===== src/rtl/if_pc_fetch.sv =====
// ---------------------------------------------------------------------------
// if_pc_fetch -- instruction fetch stage.
//
// Owns the program counter and issues instruction-bus reads. It delivers
// instruction/PC pairs to the IF/ID register. Redirects arrive from the EX
// stage branch unit. A redirect discards wrong-path fetches and pulses a
// one-cycle flush. A one-entry skid buffer absorbs a bus response that lands
// while the downstream stage is holding.
//
// Ports:
//   clk_in            rising-edge clock
//   reset_n_in        asynchronous active-low reset
//   jump_enable_in    redirect request, sampled at the clock edge
//   jump_address_in   redirect target
//   hold_in           downstream stall: inst_out is not consumed this cycle
//   ibus_req_out      fetch request, held stable until ibus_ack_in
//   ibus_addr_out     fetch address, held stable until ibus_ack_in
//   ibus_ack_in       transfer completes this cycle
//   ibus_rdata_in     instruction word, valid with ibus_ack_in
//   inst_out          instruction to IF/ID (NOP_INST when invalid)
//   inst_address_out  PC of inst_out
//   inst_valid_out    inst_out is valid
//   flush_out         one-cycle pulse that flushes IF/ID and ID/EX
//   misalign_err_out  sticky misaligned-jump error (IF_MISALIGN_CHK_EN only)
//
// Optional feature macro: IF_MISALIGN_CHK_EN
//   Undefined: the low two bits of a jump target are forced to zero.
//   Defined:   a jump whose target is not word-aligned flushes as usual.
//              Any outstanding transfer is then drained, and the stage parks
//              in ERR with misalign_err_out set until reset.
// ---------------------------------------------------------------------------
`ifndef ADDR_WIDTH
`define ADDR_WIDTH 32
`endif
`ifndef DATA_WIDTH
`define DATA_WIDTH 32
`endif
`ifndef ZERO
`define ZERO 32'h0000_0000
`endif

module if_pc_fetch #(
  parameter logic [`ADDR_WIDTH-1:0] RESET_PC = 32'h0000_0000,
  parameter logic [`DATA_WIDTH-1:0] NOP_INST = 32'h0000_0013
) (
  input  logic                   clk_in,
  input  logic                   reset_n_in,
  input  logic                   jump_enable_in,
  input  logic [`ADDR_WIDTH-1:0] jump_address_in,
  input  logic                   hold_in,
  output logic                   ibus_req_out,
  output logic [`ADDR_WIDTH-1:0] ibus_addr_out,
  input  logic                   ibus_ack_in,
  input  logic [`DATA_WIDTH-1:0] ibus_rdata_in,
  output logic [`DATA_WIDTH-1:0] inst_out,
  output logic [`ADDR_WIDTH-1:0] inst_address_out,
  output logic                   inst_valid_out,
  output logic                   flush_out
`ifdef IF_MISALIGN_CHK_EN
  ,
  output logic                   misalign_err_out
`endif
);

  typedef enum logic [1:0] {
    IDLE,
    FETCH,
    KILL
`ifdef IF_MISALIGN_CHK_EN
    ,
    ERR
`endif
  } state_t;

  state_t                 state;
  logic [`ADDR_WIDTH-1:0] pc;
  logic [`ADDR_WIDTH-1:0] redirect_pc;
  logic                   skid_valid;
  logic [`DATA_WIDTH-1:0] skid_inst;
  logic [`ADDR_WIDTH-1:0] skid_addr;

  logic [`ADDR_WIDTH-1:0] jump_target;
  logic                   jump_taken;
  logic                   req_waiting;
  logic                   fetch_ack;

  // The PC never moves while a request is outstanding. A killed request is
  // also still addressed by pc, because the target waits in redirect_pc. So
  // the bus address is simply the PC register. The bus request is a pure
  // decode of registered state and has no input-to-output path.
  assign ibus_addr_out = pc;
  assign ibus_req_out  = ((state == FETCH) && !skid_valid) || (state == KILL);

  assign jump_target = {jump_address_in[`ADDR_WIDTH-1:2], 2'b00};
  assign req_waiting = ibus_req_out && !ibus_ack_in;
  assign fetch_ack   = (state == FETCH) && ibus_req_out && ibus_ack_in;

`ifdef IF_MISALIGN_CHK_EN
  logic misaligned;
  logic kill_to_err;  // the pending redirect was misaligned: park in ERR after drain

  assign misaligned       = (jump_address_in[1:0] != 2'b00);
  assign jump_taken       = jump_enable_in && (state != ERR);
  assign misalign_err_out = (state == ERR);
`else
  logic unused_addr_bits;

  assign unused_addr_bits = &{1'b0, jump_address_in[1:0]};
  assign jump_taken       = jump_enable_in;
`endif

  // NOTE: every register here is state, so this block uses non-blocking
  // assignments only. A read anywhere in the block always sees the value
  // from before the clock edge.
  always_ff @(posedge clk_in or negedge reset_n_in) begin
    if (!reset_n_in) begin
      state            <= IDLE;
      pc               <= RESET_PC;
      redirect_pc      <= RESET_PC;
      skid_valid       <= 1'b0;
      skid_inst        <= NOP_INST;
      skid_addr        <= `ZERO;
      inst_out         <= NOP_INST;
      inst_address_out <= `ZERO;
      inst_valid_out   <= 1'b0;
      flush_out        <= 1'b0;
`ifdef IF_MISALIGN_CHK_EN
      kill_to_err      <= 1'b0;
`endif
    end else begin
      flush_out <= 1'b0;
      if (jump_taken) begin
        // A redirect outranks both hold and ack. Everything in flight is wrong-path.
        flush_out      <= 1'b1;
        inst_valid_out <= 1'b0;
        inst_out       <= NOP_INST;
        skid_valid     <= 1'b0;
        if (req_waiting) begin
          // The bus handshake cannot be abandoned. Wait for its ack in KILL.
          redirect_pc <= jump_target;
          state       <= KILL;
`ifdef IF_MISALIGN_CHK_EN
          kill_to_err <= misaligned;
`endif
        end else begin
          pc    <= jump_target;
`ifdef IF_MISALIGN_CHK_EN
          state <= misaligned ? ERR : FETCH;
`else
          state <= FETCH;
`endif
        end
      end else begin
        case (state)
          IDLE:  state <= FETCH;
          FETCH: if (fetch_ack) pc <= pc + `ADDR_WIDTH'(4);
          KILL: begin
            if (ibus_ack_in) begin
              pc    <= redirect_pc;
`ifdef IF_MISALIGN_CHK_EN
              state <= kill_to_err ? ERR : FETCH;
`else
              state <= FETCH;
`endif
            end
          end
          default: state <= state;
        endcase

        // Output slot. A fresh word goes straight out if the slot is free or
        // is being consumed. Otherwise the word is parked in the skid buffer.
        // The bus request drops until the skid buffer is drained.
        if (fetch_ack && (!inst_valid_out || !hold_in)) begin
          inst_out         <= ibus_rdata_in;
          inst_address_out <= pc;
          inst_valid_out   <= 1'b1;
        end else if (fetch_ack) begin
          skid_valid <= 1'b1;
          skid_inst  <= ibus_rdata_in;
          skid_addr  <= pc;
        end else if (!hold_in) begin
          if (skid_valid) begin
            inst_out         <= skid_inst;
            inst_address_out <= skid_addr;
            inst_valid_out   <= 1'b1;
            skid_valid       <= 1'b0;
          end else begin
            inst_out       <= NOP_INST;
            inst_valid_out <= 1'b0;
          end
        end
      end
    end
  end

endmodule


===== config.mk =====
export PLATFORM = sky130hd
export DESIGN_NAME = if_pc_fetch
export DESIGN_NICKNAME = d
export VERILOG_FILES = /design/src/rtl/if_pc_fetch.sv
export SDC_FILE = /design/constraint.sdc
export NUM_CORES = 1
export LEC_CHECK = 0
export ABC_AREA = 1
export BUFFER_PORTS_ARGS = -buffer_cell sky130_fd_sc_hd__buf_2
export CAP_MARGIN = 25
export CORE_MARGIN = 2
export CORE_UTILIZATION = 30
export DETAILED_ROUTE_END_ITERATION = 6
export SLEW_MARGIN = 5
export SYNTH_ARGS = -nofsm -noshare
export SYNTH_HDL_FRONTEND = slang
export SYNTH_SLANG_ARGS = --single-unit

===== constraint.sdc =====
create_clock -name clk_in -period 2.18 [get_ports clk_in]
set_clock_uncertainty 0.2 [all_clocks]
set_input_delay 0.436 -clock clk_in [delete_from_list [all_inputs] [get_ports clk_in]]
set_output_delay 0.436 -clock clk_in [all_outputs]
set_load 0.1 [all_outputs]

# Word-level counts from Yosys, hierarchy flattened
# Index checks and enable logic that the tools add are counted.
# classes
n_addsub	1
eq_ne	11
muxes	28
bitwise	2
reduce_logical	22
# ops
op	count
$mux W32	13
$pmux W32 S2	1
$add A32 B3 Y32 const B	1
$mux W1	10
$ne A3 B2 Y1 const B	3
$reduce_and A2 Y1	4
$reduce_and A4 Y1	2
$mux W2	3
$ne A3 B3 Y1 const B	2
$reduce_bool A3 Y1	2
$logic_and A1 B1 Y1	5
$logic_not A1 Y1	4
$ne A2 B1 Y1 const B	2
$ne A2 B2 Y1 const B	2
$pmux W2 S2	1
$reduce_and A3 Y1	1
$eq A2 B1 Y1 const B	1
$eq A2 B2 Y1 const B	1
$logic_not A2 Y1	1
$logic_or A1 B1 Y1	2
$not A1 Y1	2
$reduce_bool A2 Y1	1
# word_totals
ff_bits	195
in_bits	69
output_inout_bits	99
elab_cells	74

# Longest topological paths before layout
# Gate-level depths: netlist of the first run.
# depth
ltp_word	8
depth_mapped	12
mapped_depth_nobuf	12

# Least setup slack after synthesis of the first run
# No wires, ideal clock.
# synth_path
kind	register to register
startpoint	register pc[3] (netlist: ibus_addr_out[3])
endpoint	register pc[26] (netlist: ibus_addr_out[26])
setup_time_ns	0.120
arrival_time_ns	2.210
t_required_ns	1.860
setup_slack_ns	-0.350
stages_incl_launch_ff	11
path_buffers	0
synth_period_minus_slack_ns	2.530
cell_sequence	dfrtp_1 -> ha_1 -> nand2_1 -> nor2_2 -> nand2_1 -> nor2_1 -> nand3_1 -> nand3_1 -> nand2_1 -> nand2_1 -> nand2_1
# synth_between
elab_chain_len	4
# synth_rtl
item	line_no	text
start: declaration	76	logic [`ADDR_WIDTH-1:0] pc;
start signal: assignment	146	pc <= jump_target;
start signal: assignment	156	FETCH: if (fetch_ack) pc <= pc + `ADDR_WIDTH'(4);
start signal: assignment	159	pc <= redirect_pc;
$add A32 B3 Y32	156	
$mux W32	156	
$pmux W32 S2	154	case (state)
$mux W32	132	if (jump_taken) begin
# Every way passes these cells. The select of a mux whose other input is x is not followed.
# A chain may end at the register's enable or synchronous reset.

# Final worst setup path of the first run
# layout_path
startpoint	register pc[29] (netlist: ibus_addr_out[29])
endpoint	output port ibus_addr_out[29]
# layout_lines
item	line_no	text
end: declaration	52	output logic [`ADDR_WIDTH-1:0] ibus_addr_out,
# No word-level cell between the ends.

==> flow_summary_export.csv, run 1 <==
group,metric,value,unit
cells_and_area,drive_gt1_share,20.16,%
place,dpl.hpwl,18580,um
critical_path,crit_path_max_fanout,6,
global_routing,grt_pass1_vias,8146,
power_and_ir_drop,switching_share,51.23,%
timing,min_period_over_period,95.24,%
yosys,yosys.area_share.simple,28.61,%
critical_path,cp_slowest_stage_delay,0.51,ns
die,die_w,179.5,um
global_routing,grt_pass1_wl,44120,um
critical_path,path_cells,"buf_2",
power_and_ir_drop,cellLeakagePower,5.863,nW
cts,path_clk_slew,0.08,ns
cts,tritoncts,"yes",
yosys,syn_avg_cell_area,7.637,um2
place,port-buffer-count,161,
cts,clock_path_buffers,2,
critical_path,cp-start-kind,"flop",
min_path,holdPathStages,3,
min_path,hp-start,"ibus_rdata_in[18]",
power_and_ir_drop,power-per-cell-area,1407,nW/um2
timing,rsz0062_at_grt,"false",
power_and_ir_drop,combPwrFrac,45.4,%
global_routing,antenna_found_initial,2,
drt,vias,8359,
critical_path,critical-path-top-delay-family,"flip-flops",
critical_path,worst-setup-path-type,"flop to output pin",
global_routing,grt_start_max_net_pins,90,
die,start_util,30.37,%
drt,drc_errors,0,
die,coreArea,30430,um2
min_path,worst_hold_path_type,"primary input to flop",
timing,hold_viol,0,
die,die-height,179.5,um
critical_path,critPathArrivalTime,1.44,ns
run,max_cap_violations,0,
cts,h-tree-depth,4,
yosys,synth_cell_types,31,
cells_and_area,nets,1431,
yosys,synth_top_family_by_area,"simple AND/OR/NAND/NOR gates",
critical_path,rrSetupSlack,0.15,ns
critical_path,worst-path-buf-inv,1,
power_and_ir_drop,seqPwrFrac,34.1,%
cts,cts-buffers-inserted,17,
power_and_ir_drop,p_int,0.007761,W
place,placed_area,10690,um2
cts,cts.root.buffer_cell,"clkbuf_16",
yosys,seq_area_frac_synth,51.26,%
cells_and_area,final_area,11310,um2
critical_path,cp.depth,1,
yosys,synth.ff_latch_count,189,
critical_path,rr_endpoint,"ibus_addr_out[30]",
timing,relSlewSlack,63.89,%
cts,clkSinkCount,189,
status,status,"finished, final reports clean",
critical_path,critical_path_required,1.54,ns
min_path,hold_end,"skid_inst[18]",
global_routing,grt_usage,17.02,%
cells_and_area,final_util,37.18,%
drt,drt-total-wl,26910,um
die,io_pins,168,
critical_path,rr_worst_depth,10,
power_and_ir_drop,p_sw,0.008153,W
timing,layout_min_cycle_time,2.076,ns
yosys,synthMuxAreaShare,0.3656,%
drt,drt_iter0_markers,615,
critical_path,crit_path_end_kind,"output pin",
yosys,syn_inst,1210,
yosys,ys_warn_count,0,
timing,finalSetupViolCount,0,
critical_path,r2r-start,"ibus_addr_out[2]",
timing,max_freq,481.6,MHz
cells_and_area,area_delta_synth_final,22.43,%
drt,vias_per_cell,4.717,
yosys,synth_fa_ha_area_share,0.1354,%
timing,maxSlewViolCount,0,
drt,drtAntennaViolNets,0,
yosys,synth_compound_area_share,10.80,%
die,std_cell_rows,64,
global_routing,globalRouteOverflowTotal,0,
cts,clkLatencyLatePin,0.44,ns
power_and_ir_drop,worst_ir_drop_vdd,664.8,uV
place,place_congestion,0.8622,
critical_path,slowest_stage,"dfrtp_1",
yosys,synth-xor-area-share,1.232,%
timing,tightest_slew,0.5454,ns
power_and_ir_drop,clock_power_share,20.5,%
drt,firstDrtPassIters,5,
drt,avgRoutedWirePerCell,15.19,um
die,die_area,32220,um2
yosys,syn-cell-area,9241,um2
## kinds of logic (layout without fill, tap and decap cells)
kind of cell	after synthesis	count (layout)
AO/OA/AOI/OAI	174	174
XOR/XNOR	13	13
adder cells (fa/ha/maj)	1	1
buffers and inverters	174	335
flip-flops	189	189
multiplexers	3	3
other	1	6
AND/OR/NAND/NOR	655	655
## flip-flops by register name, summed over array words and instances (netlist names)
name and flops:
flush_out 1, ibus_addr_out 30, inst_address_out 30, inst_out 32, inst_valid_out 1, redirect_pc 30, skid_addr 30, skid_inst 32
skid_valid 1, state 2
## worst max-delay path by stage
stage                      startpoint           endpoint  slack [ns]
floorplan            ibus_addr_out[3]  ibus_addr_out[26]      -0.006
global placement     ibus_addr_out[2]  ibus_addr_out[24]        0.13
detailed placement   ibus_addr_out[2]  ibus_addr_out[24]        0.16
CTS                        skid_valid       ibus_req_out        0.11
global route         ibus_addr_out[2]  ibus_addr_out[26]       0.006
finish              ibus_addr_out[29]  ibus_addr_out[29]        0.10
## layer usage
metal  share of wire [%]  vias to the layer above  global-route usage [%]
li1                    -                     4180                       -
met1                  47                     3918                   23.27
met2                  46                      219                   27.05
met3                 4.6                       42                   3.140
met4                 2.6                        0                   6.049
met5                   0                        -                       0
## synthesized netlist by cell type, drive strengths merged
| master | n | area, um2 |
|---|---|---|
| nand2 | 454 | 1707 |
| dfrtp | 183 | 4579 |
| nand3 | 120 | 600.6 |
| inv | 99 | 371.6 |
| o21ai | 80 | 400.4 |
| nor2 | 76 | 300.3 |
| clkbuf | 43 | 161.4 |
| buf | 32 | 165.2 |
| o211ai | 32 | 240.2 |
| a31oi | 31 | 193.9 |
| a21oi | 28 | 140.1 |
| xor2 | 8 | 70.07 |
| dfstp | 6 | 157.7 |
| xnor2 | 5 | 43.79 |
| mux2 | 3 | 33.78 |
| and2 | 2 | 12.51 |
| nand4 | 2 | 18.77 |
| a22oi | 1 | 7.510 |
| conb | 1 | 3.750 |
| ha | 1 | 12.51 |
| nor3 | 1 | 5.000 |
| o22a | 1 | 8.760 |
| o31ai | 1 | 7.510 |
## area by class of cell
class / instances / area (um2)
Tap cell: 396 / 495.5
Clock inverter: 13 / 162.7
Sequential cell: 189 / 4760
Inverter: 99 / 371.6
Multi-Input combinational cell: 850 / 3835
Clock buffer: 19 / 442.9
Antenna cell: 2 / 5.005
Fill cell: 3164 / 19110
Timing Repair Buffer: 204 / 1242
## per-stage QoR
step | total power (W) | instances | hold slack [ns] | setup slack, ns | TNS (ns)
floorplan | 0.01103 | 1213 | -0.05959 | -0.006135 | -0.006135
global placement | 0.01265 | 1737 | 0.2099 | 0.1292 | 0
detailed placement | 0.01273 | 1737 | 0.2083 | 0.1584 | 0
CTS | 0.01604 | 1770 | 0.0007616 | 0.1051 | 0
global route | 0.01676 | 1772 | 0.01321 | 0.006185 | 0
finish | 0.01591 | 1772 | 0.01395 | 0.1037 | 0
## placed cells by master (no fill, tap or decap), types with 31 or more instances in the layout
master | Yosys | layout
nand2_1 | 453 | 451
dfrtp_1 | 183 | 165
buf_2 | 15 | 159
nand3_1 | 120 | 119
inv_1 | 94 | 93
o21ai_0 | 78 | 78
nor2_1 | 72 | 71
buf_4 | 7 | 35
o211ai_1 | 32 | 32
a31oi_1 | 31 | 31
## power groups by stage
stage               clock network (W)  registers, W  logic (W)
floorplan                           0       0.00918    0.00185
global placement                    0       0.00543    0.00722
detailed placement                  0       0.00547    0.00726
CTS                           0.00335       0.00541    0.00728
global route                  0.00349       0.00558    0.00769
finish                        0.00327       0.00543    0.00722
## timing repair
| action | 4_1_cts | 5_1_grt |
|---|---|---|
| hold buffers | 1 | 0 |
| buffers inserted | 0 | 0 |
| endpoints found under the hold margin | 34 | 0 |
| gates resized for setup | 0 | 0 |
No activity file was read; power rests on OpenSTA's default activity.
==> inputs of run 2 (changes only) <==
Settings changed: ABC_AREA 1 to 0.
==> run 2 against run 1 <==
  * The flow now finishes with violations (negative setup slack)
  * Sequential cell count is the same
  * Hold slack gained 0.0028 ns
  * Synthesized area shrank 4.7%
  * Global-route usage shrank 0.97 points
  * Worst setup slack lost 0.10 ns
  * Critical path depth grew 2
  * Sequential power shrank 7.2%
  * Cell area grew 1.3%
  * Non-clock buffer count grew 42
  * Total power shrank 12%
  * Register-to-register slack lost 0.12 ns
  * Largest power group unchanged
==> flow_summary_export.csv, run 2 <==
group,metric,value,unit
yosys,synth_cell_types,66,
status,status,"finished with violations",
yosys,synthTopCellsByArea,"dfrtp_1 52%, mux2_1 10%, a21oi_1 4.9%",
run,max_cap_violations,0,
place,port-buffer-count,161,
cts,path_clk_slew,0.08,ns
critical_path,worst-setup-path-type,"flop to output pin",
global_routing,grt_pass1_vias,6772,
yosys,ys.flop_type,"dfrtp_1",
critical_path,cp_slowest_stage_delay,0.43,ns
global_routing,met2_usage,24.79,%
timing,tightest_slew,0.5413,ns
global_routing,grt_pass1_wl,38150,um
timing,min_period_over_period,100.0,%
yosys,synthArstFlopShare,100.0,%
yosys,synth_top_area_share,52.00,%
global_routing,grt_usage,16.05,%
critical_path,critical-path-top-delay-family,"simple AND/OR/NAND/NOR gates",
critical_path,cp-start-kind,"flop",
yosys,ys_warn_count,0,
die,start_util,30.60,%
cells_and_area,final_util,39.82,%
timing,layout_min_cycle_time,2.180,ns
timing,whs,0.01679,ns
cts,clkLatencyLatePin,0.45,ns
place,place_congestion,0.8309,
cells_and_area,most-common-layout-cells,"158 x dfrtp_1, 158 x buf_2, 86 x nor2_1",
drt,drtAntennaViolNets,0,
critical_path,critical_path_required,1.54,ns
yosys,syn_avg_cell_area,10.87,um2
global_routing,grt_most_used_layer,"met2",
global_routing,grt_start_max_net_pins,61,
drt,avgRoutedWirePerCell,17.46,um
cells_and_area,area_delta_synth_final,30.14,%
place,placed_area,10670,um2
global_routing,globalRouteOverflowTotal,0,
cts,cts-buffers-inserted,17,
drt,drt_iter0_markers,437,
die,die-height,175.3,um
yosys,netlist_top_cells_count,"183 x dfrtp_1, 87 x nor2_1, 86 x a21oi_1",
critical_path,crit_path_end_kind,"output pin",
yosys,syn_inst,810,
place,dpl.hpwl,17160,um
timing,maxSlewViolCount,0,
die,die_w,175.3,um
timing,rsz0062_at_grt,"true",
cells_and_area,reg_top3,"inst_out x32, skid_inst x32",
status,violations,"negative setup slack",
min_path,worst_hold_path_type,"primary input to flop",
power_and_ir_drop,power-per-cell-area,1224,nW/um2
power_and_ir_drop,worst_ir_drop_vdd,685.8,uV
cells_and_area,drive_gt1_share,33.11,%
die,io_pins,168,
drt,vias,6995,
global_routing,use_met1,22.38,%
power_and_ir_drop,cellLeakagePower,5.325,nW
timing,relSlewSlack,64.16,%
cts,clkSinkCount,189,
timing,finalSetupViolCount,1,
yosys,syn-cell-area,8806,um2
yosys,synth.ff_latch_count,189,
cts,cts.root.buffer_cell,"clkbuf_16",
cts,tritoncts,"yes",
yosys,seq_area_frac_synth,53.79,%
drt,drc_errors,0,
drt,drt-total-wl,24700,um
critical_path,slowest_stage,"or3b_4",
die,die_area,30740,um2
global_routing,antenna_found_initial,1,
critical_path,path_cells,"or3b_4 -> nand2_4 -> buf_12",
yosys,synth_edf_count,0,
timing,hold_viol,0,
die,coreArea,28780,um2
yosys,yosysMostFrequentCell,"dfrtp_1",
cts,clock_path_buffers,2,
drt,firstDrtPassIters,5,
critical_path,worst-path-buf-inv,1,
timing,worst_slack,-0.000007550,ns
drt,vias_per_cell,4.943,
cts,h-tree-depth,4,
cells_and_area,final_area,11460,um2
power_and_ir_drop,total_power,0.01403,W
yosys,synth_top_cell_by_area,"dfrtp_1",
timing,finalSetupTns,-0.000007550,ns
cells_and_area,nets,1087,
timing,max_freq,458.7,MHz
global_routing,use_met3,2.900,%
die,std_cell_rows,62,
critical_path,critPathArrivalTime,1.54,ns
critical_path,crit_path_max_fanout,3,
==> run 2: cell families (layout without fill, tap and decap cells) <==
logic type,after synthesis,after routing,synth area share (%)
flops,189,189,53.79
xor+xnor,11,11,1.094
simple gates,208,208,11.44
other cells,1,5,0.04258
buf+inv,68,285,3.538
compound gates,207,207,14.42
mux,125,125,15.53
fa+ha+maj,1,1,0.1421
==> run 2: timing repair <==
action                                  4_1_cts  5_1_grt
endpoints found under the setup margin        1       90
resized for setup                             3       11
hold buffers                                  7        0
gates cloned                                  0        1
pin swaps                                     1        5
buffers inserted                              4        4
hold endpoints to repair                     47        0
==> run 2: final cells by class <==
type | instances | area [um2]
antenna | 1 | 2.502
sequential | 189 | 4791
clock buffer | 18 | 429.2
multi-input combinational | 556 | 3892
fill | 2797 | 17320
inverter | 7 | 26.28
tap | 384 | 480.5
clock inverter | 14 | 146.4
timing repair buffer | 246 | 1692
==> run 2: path summary, 6_finish.rpt <==
check	end	cells past startpoint	from	slack (ns)
setup / recovery	ibus_req_out	3	skid_valid	-0.000008
hold / removal	redirect_pc[4]	2	jump_address_in[4]	0.02
setup reg to reg	ibus_addr_out[30]	6	ibus_addr_out[3]	0.03
hold reg to reg	skid_addr[24]	1	skid_addr[24]	0.29
max in group asynchronous	ibus_addr_out[27]	3	reset_n_in	0.84
min in group asynchronous	redirect_pc[25]	2	reset_n_in	0.32
==> run 2: report_power, final <==
| part | internal, W | switching (W) | total, W |
|---|---|---|---|
| Sequential | 0.00446 | 0.000573 | 0.00504 |
| Clock | 0.00154 | 0.00156 | 0.00310 |
| Combinational | 0.00141 | 0.00449 | 0.00589 |
==> run 2: stage by stage <==
stage               setup slack [ns]  instances
floorplan                    -0.2240        813
global placement             0.09319       1367
detailed placement           0.06965       1367
CTS                         -0.06373       1409
global route                -0.04306       1415
finish                  -0.000007550       1415
==> run 2: layer usage <==
layer | up-vias | wire (um)
li1 | 3323 | -
met1 | 3471 | 11510
met2 | 168 | 11560
met3 | 33 | 1023
met4 | 0 | 608
met5 | - | 0
==> inputs of run 3 (changes only) <==
Settings changed: PLACE_DENSITY set to 0.51.
Clock period 2.18 ns to 2.05 ns, I/O delays scaled along.
==> run 3 against run 2 <==
  * Via count increased by 9.4%
  * Total power increased by 19%
  * Combinational power increased by 30%
  * Worst setup slack got worse by 0.24 ns
  * Critical endpoint unchanged
  * Critical path type unchanged
  * Sequential power increased by 9.1%
  * Die area unchanged
  * Clock power increased by 13%
  * The run still ends with negative setup slack left
==> flow_summary_export.csv, run 3 (synthesis gave the netlist of run 2 again) <==
group,metric,value,unit
timing,worst_slack,-0.2449,ns
cts,cts-buffers-inserted,17,
die,coreArea,28780,um2
cells_and_area,fill_cells,2597,
cells_and_area,reg_top3,"inst_out x32, skid_inst x32",
timing,tightest_slew,0.5262,ns
status,violations,"negative setup slack",
die,std_cell_rows,62,
power_and_ir_drop,cellLeakagePower,6.345,nW
drt,drt_iter0_markers,448,
cts,h-tree-depth,4,
critical_path,r2r-start,"skid_valid",
place,placed_area,10880,um2
global_routing,grt_usage,16.92,%
die,die_area,30740,um2
timing,layout_min_cycle_time,2.295,ns
critical_path,critPathArrivalTime,1.68,ns
run,max_cap_violations,0,
timing,hold_viol,0,
power_and_ir_drop,seqPwrFrac,33.0,%
critical_path,rrSetupSlack,-0.21,ns
cells_and_area,most-common-layout-cells,"155 x dfrtp_1, 136 x buf_2, 92 x buf_4",
timing,min_period_over_period,111.9,%
cells_and_area,area_delta_synth_final,59.28,%
critical_path,rr_endpoint,"redirect_pc[22]",
critical_path,crit_path_end_kind,"output pin",
power_and_ir_drop,p_sw,0.007587,W
status,status,"finished with violations",
power_and_ir_drop,clock_power_share,21.0,%
global_routing,grt_pass1_wl,40250,um
cts,cts.root.buffer_cell,"clkbuf_16",
global_routing,use_met3,3.095,%
drt,vias,7650,
die,die-height,175.3,um
die,io_pins,168,
drt,drtAntennaViolNets,0,
cells_and_area,final_common_cell,"dfrtp_1",
place,port-buffer-count,161,
power_and_ir_drop,worst_ir_drop_vdd,1020,uV
global_routing,grt_pass1_vias,6978,
global_routing,grt_most_used_layer,"met2",
timing,max_freq,435.7,MHz
drt,avgRoutedWirePerCell,20.12,um
global_routing,antenna_found_initial,0,
power_and_ir_drop,combPwrFrac,46.0,%
drt,firstDrtPassIters,5,
power_and_ir_drop,power-per-cell-area,1189,nW/um2
power_and_ir_drop,switching_share,45.50,%
cts,clkLatencyLatePin,0.46,ns
cts,path_clk_slew,0.09,ns
drt,drc_errors,0,
min_path,hold_end,"redirect_pc[29]",
min_path,hp-start,"jump_address_in[29]",
drt,drt-total-wl,30660,um
cells_and_area,nets,1197,
critical_path,rr_worst_depth,7,
drt,vias_per_cell,5.020,
critical_path,worst-setup-path-type,"flop to output pin",
cells_and_area,final_area,14030,um2
die,start_util,30.60,%
die,die_w,175.3,um
timing,maxSlewViolCount,0,
power_and_ir_drop,p_int,0.009087,W
cts,tritoncts,"yes",
timing,finalSetupTns,-18.31,ns
critical_path,cp-start-kind,"flop",
cts,clkSinkCount,189,
min_path,holdPathStages,2,
cts,clock_path_buffers,2,
global_routing,grt_start_max_net_pins,45,
timing,rsz0062_at_grt,"true",
timing,relSlewSlack,65.16,%
place,place_congestion,0.7913,
timing,finalSetupViolCount,185,
place,dpl.hpwl,18010,um
min_path,worst_hold_path_type,"primary input to flop",
cells_and_area,antenna_cells,0,
global_routing,use_met1,23.60,%
global_routing,met2_usage,26.92,%
critical_path,critical_path_required,1.44,ns
critical_path,crit_path_max_fanout,2,
cells_and_area,drive_gt1_share,53.42,%
global_routing,globalRouteOverflowTotal,0,
[run 3: final cells by class]
class	instances	area, um2	area share [%]
inverters	7	26.28	0.1873
multi-input cells	556	4845	34.54
clock buffers	18	429.2	3.060
clock inverters	14	172.7	1.231
well taps	384	480.5	3.426
flip-flops and latches	189	4810	34.29
repair buffers	356	3263	23.26
[run 3: worst max-delay path, cell delays in order (launching register included)]
cell     delay, ns
dfrtp_1       0.40
or3b_4        0.42
buf_6         0.14
nand2_4       0.09
buf_12        0.18
[run 3: power by group through the flow]
stage | Clock [W] | Combinational (W) | Sequential [W]
global route | 0.00374 | 0.00800 | 0.00563
CTS | 0.00359 | 0.00651 | 0.00533
finish | 0.00351 | 0.00767 | 0.00550
floorplan | 0 | 0.00163 | 0.00854
detailed placement | 0 | 0.00633 | 0.00540
global placement | 0 | 0.00629 | 0.00537
[run 3: worst max-delay path by stage]
| stage | startpoint | to | slack, ns | depth (start not counted) |
|---|---|---|---|---|
| after global routing | skid_valid | ibus_req_out | -0.28 | 4 |
| after detailed placement | ibus_addr_out[3] | ibus_addr_out[30] | -0.08 | 6 |
| after floorplan | ibus_addr_out[2] | ibus_addr_out[22] | -0.34 | 7 |
| final | skid_valid | ibus_req_out | -0.24 | 4 |
| after CTS | state[1] | ibus_req_out | -0.26 | 4 |
| after global placement | ibus_addr_out[3] | ibus_addr_out[28] | -0.03 | 6 |
[run 3: layer usage]
layer	wire length, um	vias to the layer above
met4	496	0
li1	-	3563
met5	0	-
met1	14220	3857
met2	14650	199
met3	1301	31
[run 3: what timing repair did]
item | in CTS | in global routing
buffers inserted | 8 | 35
setup endpoints to repair | 103 | 183
cloned | 0 | 29
gates resized for setup | 28 | 300
pin swaps | 4 | 87
hold endpoints to repair | 73 | 0
hold buffers | 38 | 0
[run 3: through the flow]
| step | hold slack (ns) | setup slack, ns | instances | utilization, % | power [W] |
|---|---|---|---|---|---|
| 2_1_floorplan | -0.08559 | -0.3413 | 813 | - | 0.01017 |
| 3_3_place_gp | 0.1960 | -0.03073 | 1386 | 37.79 | 0.01166 |
| 3_5_place_dp | 0.2049 | -0.07912 | 1386 | 37.79 | 0.01174 |
| 4_1_cts | 0.0006501 | -0.2577 | 1464 | 41.83 | 0.01544 |
| 5_1_grt | 0.004017 | -0.2841 | 1524 | 48.73 | 0.01737 |
| 6_report | 0.02279 | -0.2449 | 1524 | 48.73 | 0.01667 |
